**config.mk**
```make
export PLATFORM = sky130hd
export DESIGN_NAME = serial_add_sub
export DESIGN_NICKNAME = d
export VERILOG_FILES = /design/src/rtl/serial_add_sub.sv
export SDC_FILE = /design/constraint.sdc
export NUM_CORES = 1
export LEC_CHECK = 0
export BUFFER_PORTS_ARGS = -buffer_cell sky130_fd_sc_hd__buf_2
export CAP_MARGIN = 20
export CORE_MARGIN = 3
export CORE_UTILIZATION = 53
export CTS_CLUSTER_SIZE = 20
export DETAILED_ROUTE_END_ITERATION = 8
export HOLD_SLACK_MARGIN = 0.05
export PLACE_DENSITY_LB_ADDON = 0.05
export REMOVE_ABC_BUFFERS = 1
export SLEW_MARGIN = 20
export SYNTH_ARGS = -nofsm -noshare
export SYNTH_HDL_FRONTEND = slang
export SYNTH_SLANG_ARGS = --single-unit
```
**constraint.sdc**
```tcl
create_clock -name clk -period 2.8 [get_ports clk]
set_input_delay 0 -clock clk [delete_from_list [all_inputs] [get_ports clk]]
set_output_delay 0 -clock clk [all_outputs]
set_load 0.1 [all_outputs]
```
**src/rtl/serial_add_sub.sv**
```systemverilog
// rtl/serial_add_sub.sv - multi-cycle slice-serial adder/subtractor with shared carry flop
module serial_add_sub #(
   parameter int WIDTH          = 8,
   parameter int BITS_PER_CYCLE = 1
) (
   input  logic             clk,
   input  logic             rst,
   input  logic             start,
   input  logic             sub,
   input  logic [WIDTH-1:0] a,
   input  logic [WIDTH-1:0] b,
   input  logic             ci,
   output logic             busy,
   output logic             done,
   output logic [WIDTH-1:0] s,
   output logic             co,
   output logic             ovf
);

   localparam int N  = WIDTH / BITS_PER_CYCLE;
   localparam int CW = (N > 1) ? $clog2(N) : 1;
   localparam logic [CW-1:0] LAST = CW'(N - 1);

   generate
      if (WIDTH < 2 || BITS_PER_CYCLE < 1 || (WIDTH % BITS_PER_CYCLE) != 0) begin : g_bad_param
         $error("serial_add_sub: WIDTH must be >= 2 and a multiple of BITS_PER_CYCLE");
      end
   endgenerate

   typedef enum logic [1:0] {S_IDLE, S_RUN, S_DONE} state_t;

   state_t                    r_state;
   state_t                    w_next;
   logic                      w_accept;
   logic [WIDTH-1:0]          r_a;
   logic [WIDTH-1:0]          r_b;
   logic                      r_c;
   logic [CW-1:0]             r_cnt;
   logic [WIDTH-1:0]          r_s;
   logic                      r_co;
   logic                      r_ovf;
   logic [31:0]               w_shamt;
   logic [BITS_PER_CYCLE-1:0] w_slice_a;
   logic [BITS_PER_CYCLE-1:0] w_slice_b;
   logic [BITS_PER_CYCLE-1:0] w_sum;
   logic                      w_cout;
   logic                      w_cin_top;
   logic [WIDTH-1:0]          w_mask;

   // Ripple the current slice; also keep the carry into the slice's top bit,
   // which on the final slice is the carry into the result MSB.
   always_comb begin
      logic v_c;
      w_shamt   = 32'(r_cnt) * 32'(BITS_PER_CYCLE);
      w_slice_a = BITS_PER_CYCLE'(r_a >> w_shamt);
      w_slice_b = BITS_PER_CYCLE'(r_b >> w_shamt);
      w_mask    = WIDTH'({BITS_PER_CYCLE{1'b1}});
      w_sum     = '0;
      w_cin_top = 1'b0;
      v_c       = r_c;
      for (int i = 0; i < BITS_PER_CYCLE; i++) begin
         w_cin_top = v_c;
         w_sum[i]  = w_slice_a[i] ^ w_slice_b[i] ^ v_c;
         v_c       = (w_slice_a[i] & w_slice_b[i]) | (v_c & (w_slice_a[i] ^ w_slice_b[i]));
      end
      w_cout = v_c;
   end

   // Next-state logic; a start is accepted from IDLE or straight out of DONE.
   always_comb begin
      w_next   = r_state;
      w_accept = 1'b0;
      case (r_state)
         S_IDLE: begin
            if (start) begin
               w_next   = S_RUN;
               w_accept = 1'b1;
            end
         end
         S_RUN: begin
            if (r_cnt == LAST) begin
               w_next = S_DONE;
            end
         end
         S_DONE: begin
            if (start) begin
               w_next   = S_RUN;
               w_accept = 1'b1;
            end else begin
               w_next = S_IDLE;
            end
         end
         default: w_next = S_IDLE;
      endcase
   end

   // State register.
   always_ff @(posedge clk or posedge rst) begin
      if (rst) begin
         r_state <= S_IDLE;
      end else begin
         r_state <= w_next;
      end
   end

   // Datapath: latch conditioned operands on accept, then one slice per RUN cycle.
   always_ff @(posedge clk or posedge rst) begin
      if (rst) begin
         r_a   <= '0;
         r_b   <= '0;
         r_c   <= 1'b0;
         r_cnt <= '0;
         r_s   <= '0;
         r_co  <= 1'b0;
         r_ovf <= 1'b0;
      end else if (w_accept) begin
         r_a   <= a;
         r_b   <= sub ? ~b : b;
         r_c   <= sub ? ~ci : ci;
         r_cnt <= '0;
         r_s   <= '0;
         r_co  <= 1'b0;
         r_ovf <= 1'b0;
      end else if (r_state == S_RUN) begin
         r_s <= (r_s & ~(w_mask << w_shamt)) | (WIDTH'(w_sum) << w_shamt);
         r_c <= w_cout;
         if (r_cnt == LAST) begin
            r_cnt <= '0;
            r_co  <= w_cout;
            r_ovf <= w_cin_top ^ w_cout;
         end else begin
            r_cnt <= r_cnt + 1'b1;
         end
      end
   end

   // Status flags decode straight from state, so reset clears them immediately.
   always_comb begin
      busy = (r_state == S_RUN);
      done = (r_state == S_DONE);
      s    = r_s;
      co   = r_co;
      ovf  = r_ovf;
   end

endmodule

```
==> flow_summary.json <==
{
  "p_switching_uw": 1205,
  "grtUsageMet2_pct": 35.42,
  "synthFlopType": "dfrtp_1",
  "ys_ff_latch": 32,
  "layout_common_cells": "44 x nand2_1, 32 x dfrtp_1, 32 x buf_2",
  "drc": 0,
  "maxCapViolCount": 0,
  "gr-usage-met3_pct": 4.681,
  "outcome": "finished clean",
  "post-route-period-util_pct": 87.62,
  "pwr-share-clk_pct": 11.9,
  "cp_slowest_stage_delay_ns": 0.60,
  "slew_viol_final": 0,
  "r2r_setup_slack_ns": 0.35,
  "postCtsHoldBufs": 18,
  "dieHeight_um": 60.97,
  "die_area_um2": 3717,
  "routabilityCongestion": 0.8331,
  "worstSetupPathType": "register to register",
  "ys_async_sr_fraction_pct": 100.0,
  "drt_iter0_drc": 48,
  "initial_utilization_pct": 56.61,
  "clockBufferDepth": 2,
  "io_pins": 33,
  "hold_viol_final": 0,
  "viasPerCell": 5.280,
  "cts-root-buf": "clkbuf_4",
  "layout-drive-gt1-share_pct": 24.52,
  "yosysTopAreaCellShare_pct": 50.00,
  "powerDensity_nw_per_um2": 1210,
  "crit_top_cell": "nand2_1",
  "post-cts-setup-buffers": 0,
  "worst_hold_path_type": "input pin to register",
  "max_freq_mhz": 407.6,
  "crit_required_ns": 3.06,
  "top_usage_layer": "met2",
  "start_kind": "register",
  "worstSkewPairLatency_ns": 0.33,
  "grt_antenna_before_repair": 0,
  "hpwl_mm": 2.348,
  "cts_made_buffers": 5,
  "slowest_stage": "dfrtp_1",
  "layout_commonest_cell": "nand2_1",
  "rsz0062_at_grt": "no",
  "synth_cells": 157,
  "power.leakage_uw": 0.001012,
  "fill_cells": 224,
  "dpl.cell_count": 214,
  "cp_cell_sequence": "mux4_2 > nand2_1 > nand2_1 > fa_1 > nand2_1 > or3_4 > o21ai_2",
  "num_vias": 1262,
  "syn_area_um2": 1602,
  "crit_arrival_ns": 2.71,
  "tightest_slew_ns": 0.7905,
  "seqPwrFrac_pct": 34.0,
  "worstSetupEndpointType": "register",
  "first_pass_iters": 4,
  "wirelength_mm": 3.283,
  "cp_max_fo": 10,
  "overflow": 0,
  "grt_usage_pct": 20.33,
  "path_clk_slew_ns": 0.10,
  "setup_viol": 0,
  "ys_seq_area_share_pct": 50.00,
  "clkSinkCount": 32,
  "ys_top_cells_by_area": "dfrtp_1 50%, nand2_1 10%, mux4_2 5.6%, xnor2_1 5.5%, ha_1 4.7%",
  "rows": 19,
  "setup-tns-final_ns": 0,
  "intPower_uw": 1244,
  "synth_cell_types": 27,
  "grt_start_max_net_pins": 24,
  "grt_use_met1_pct": 25.31,
  "vdd_drop_max_mv": 0.6979,
  "fin_skew_ns": 0.007806,
  "pwr-share-comb_pct": 54.1,
  "cts_resized": 0,
  "synth_top_area_cell": "dfrtp_1",
  "p_sw_share_pct": 49.21,
  "ant_nets": 0,
  "min_period_ns": 2.453,
  "synth_warnings": 0,
  "syn_avg_cell_area_um2": 10.20,
  "synth-edff-count": 0,
  "io_buffers": 32,
  "avgRoutedWirePerCell_um": 13.74,
  "grt_pass1_wl_mm": 5.526,
  "cts_htree_levels": 2,
  "fin_nets": 236,
  "final_cells": 239,
  "coreArea_um2": 2829,
  "grt_pass1_vias": 1223,
  "antenna_cells": 0,
  "relSlewSlack_pct": 47.24,
  "synthToLayoutAreaGrowth_pct": 26.41,
  "die_w_um": 60.97,
  "cts_tree": "built"
}
[per-layer routing]
metal / vias to the layer above / part of all wire (%)
met5: - / 0
met4: 0 / 0.76
met3: 3 / 3.8
met2: 31 / 52
met1: 597 / 44
li1: 631 / -
[area by class of cell]
cell class                      count  area (um^2)  area share [%]
Inverter                            7        26.28           1.298
Clock buffer                        7        65.06           3.214
Sequential cell                    32        800.8           39.56
Timing Repair Buffer               53        362.8           17.92
Tap cell                           31        38.79           1.916
Multi-Input combinational cell    109        730.7           36.09
[sequential cells by signal, summed over array words and instances (netlist names)]
name,flops
r_cnt,3
co,1
s,8
r_c,1
r_state,2
ovf,1
r_b,8
r_a,8
[logic make-up (layout without fill, tap and decap cells)]
family	count (synthesis)	after routing	synth area share (%)
AND/OR/NAND/NOR	64	64	17.81
flip-flops	32	32	50.00
AO/OA/AOI/OAI	24	24	10.78
buffers and inverters	16	67	4.375
XOR/XNOR	10	10	5.469
adder cells (fa/ha/maj)	7	7	5.937
multiplexers	4	4	5.625
[cell usage after synthesis, types with 4 or more instances]
library cell,count
o21ai_0,10
ha_1,6
dfrtp_1,32
nand2_1,44
mux4_2,4
xnor2_1,10
a32o_1,6
buf_2,8
nand3_1,6
inv_1,6
nor2_1,4
[power groups by stage]
stage,combinational [uW],clock (uW),sequential (uW)
after global placement,1270,0,833
final,1320,292,833
after detailed placement,1310,0,844
after global routing,1460,320,862
after floorplan,700,0,1170
after CTS,1330,299,834
[stage by stage]
step / area [um^2] / utilization [%] / hold slack [ns] / setup slack (ns) / total power (uW)
6_report: 2024 / 71.56 / 0.1162 / 0.3466 / 2449
5_1_grt: 2024 / 71.56 / 0.1284 / 0.1674 / 2638
4_1_cts: 2024 / 71.56 / 0.1173 / 0.3452 / 2461
3_5_place_dp: 1779 / 62.89 / 0.1829 / 0.3681 / 2149
3_3_place_gp: 1779 / 62.89 / 0.1673 / 0.4162 / 2103
2_1_floorplan: 1558 / - / 0.1054 / 0.4972 / 1868
[worst paths after layout]
kind                               start        to  depth (start not counted)
worst max register to register  r_cnt[0]      s[3]                          7
worst min register to register    r_b[0]    r_b[0]                          2
worst max-delay path            r_cnt[0]      s[3]                          7
max in group asynchronous            rst    r_a[7]                          4
min in group asynchronous            rst  r_cnt[1]                          3
worst min-delay path                 sub    r_b[3]                          3
[worst max-delay path, delay by kind of cell, from the launching register on]
| family | cells | cell delay (ns) |
|---|---|---|
| fa+ha+maj | 1 | 0.54 |
| flops | 1 | 0.60 |
| simple gates | 4 | 0.59 |
| compound gates | 1 | 0.11 |
| mux | 1 | 0.55 |
Power figures use the tool's default switching activity.
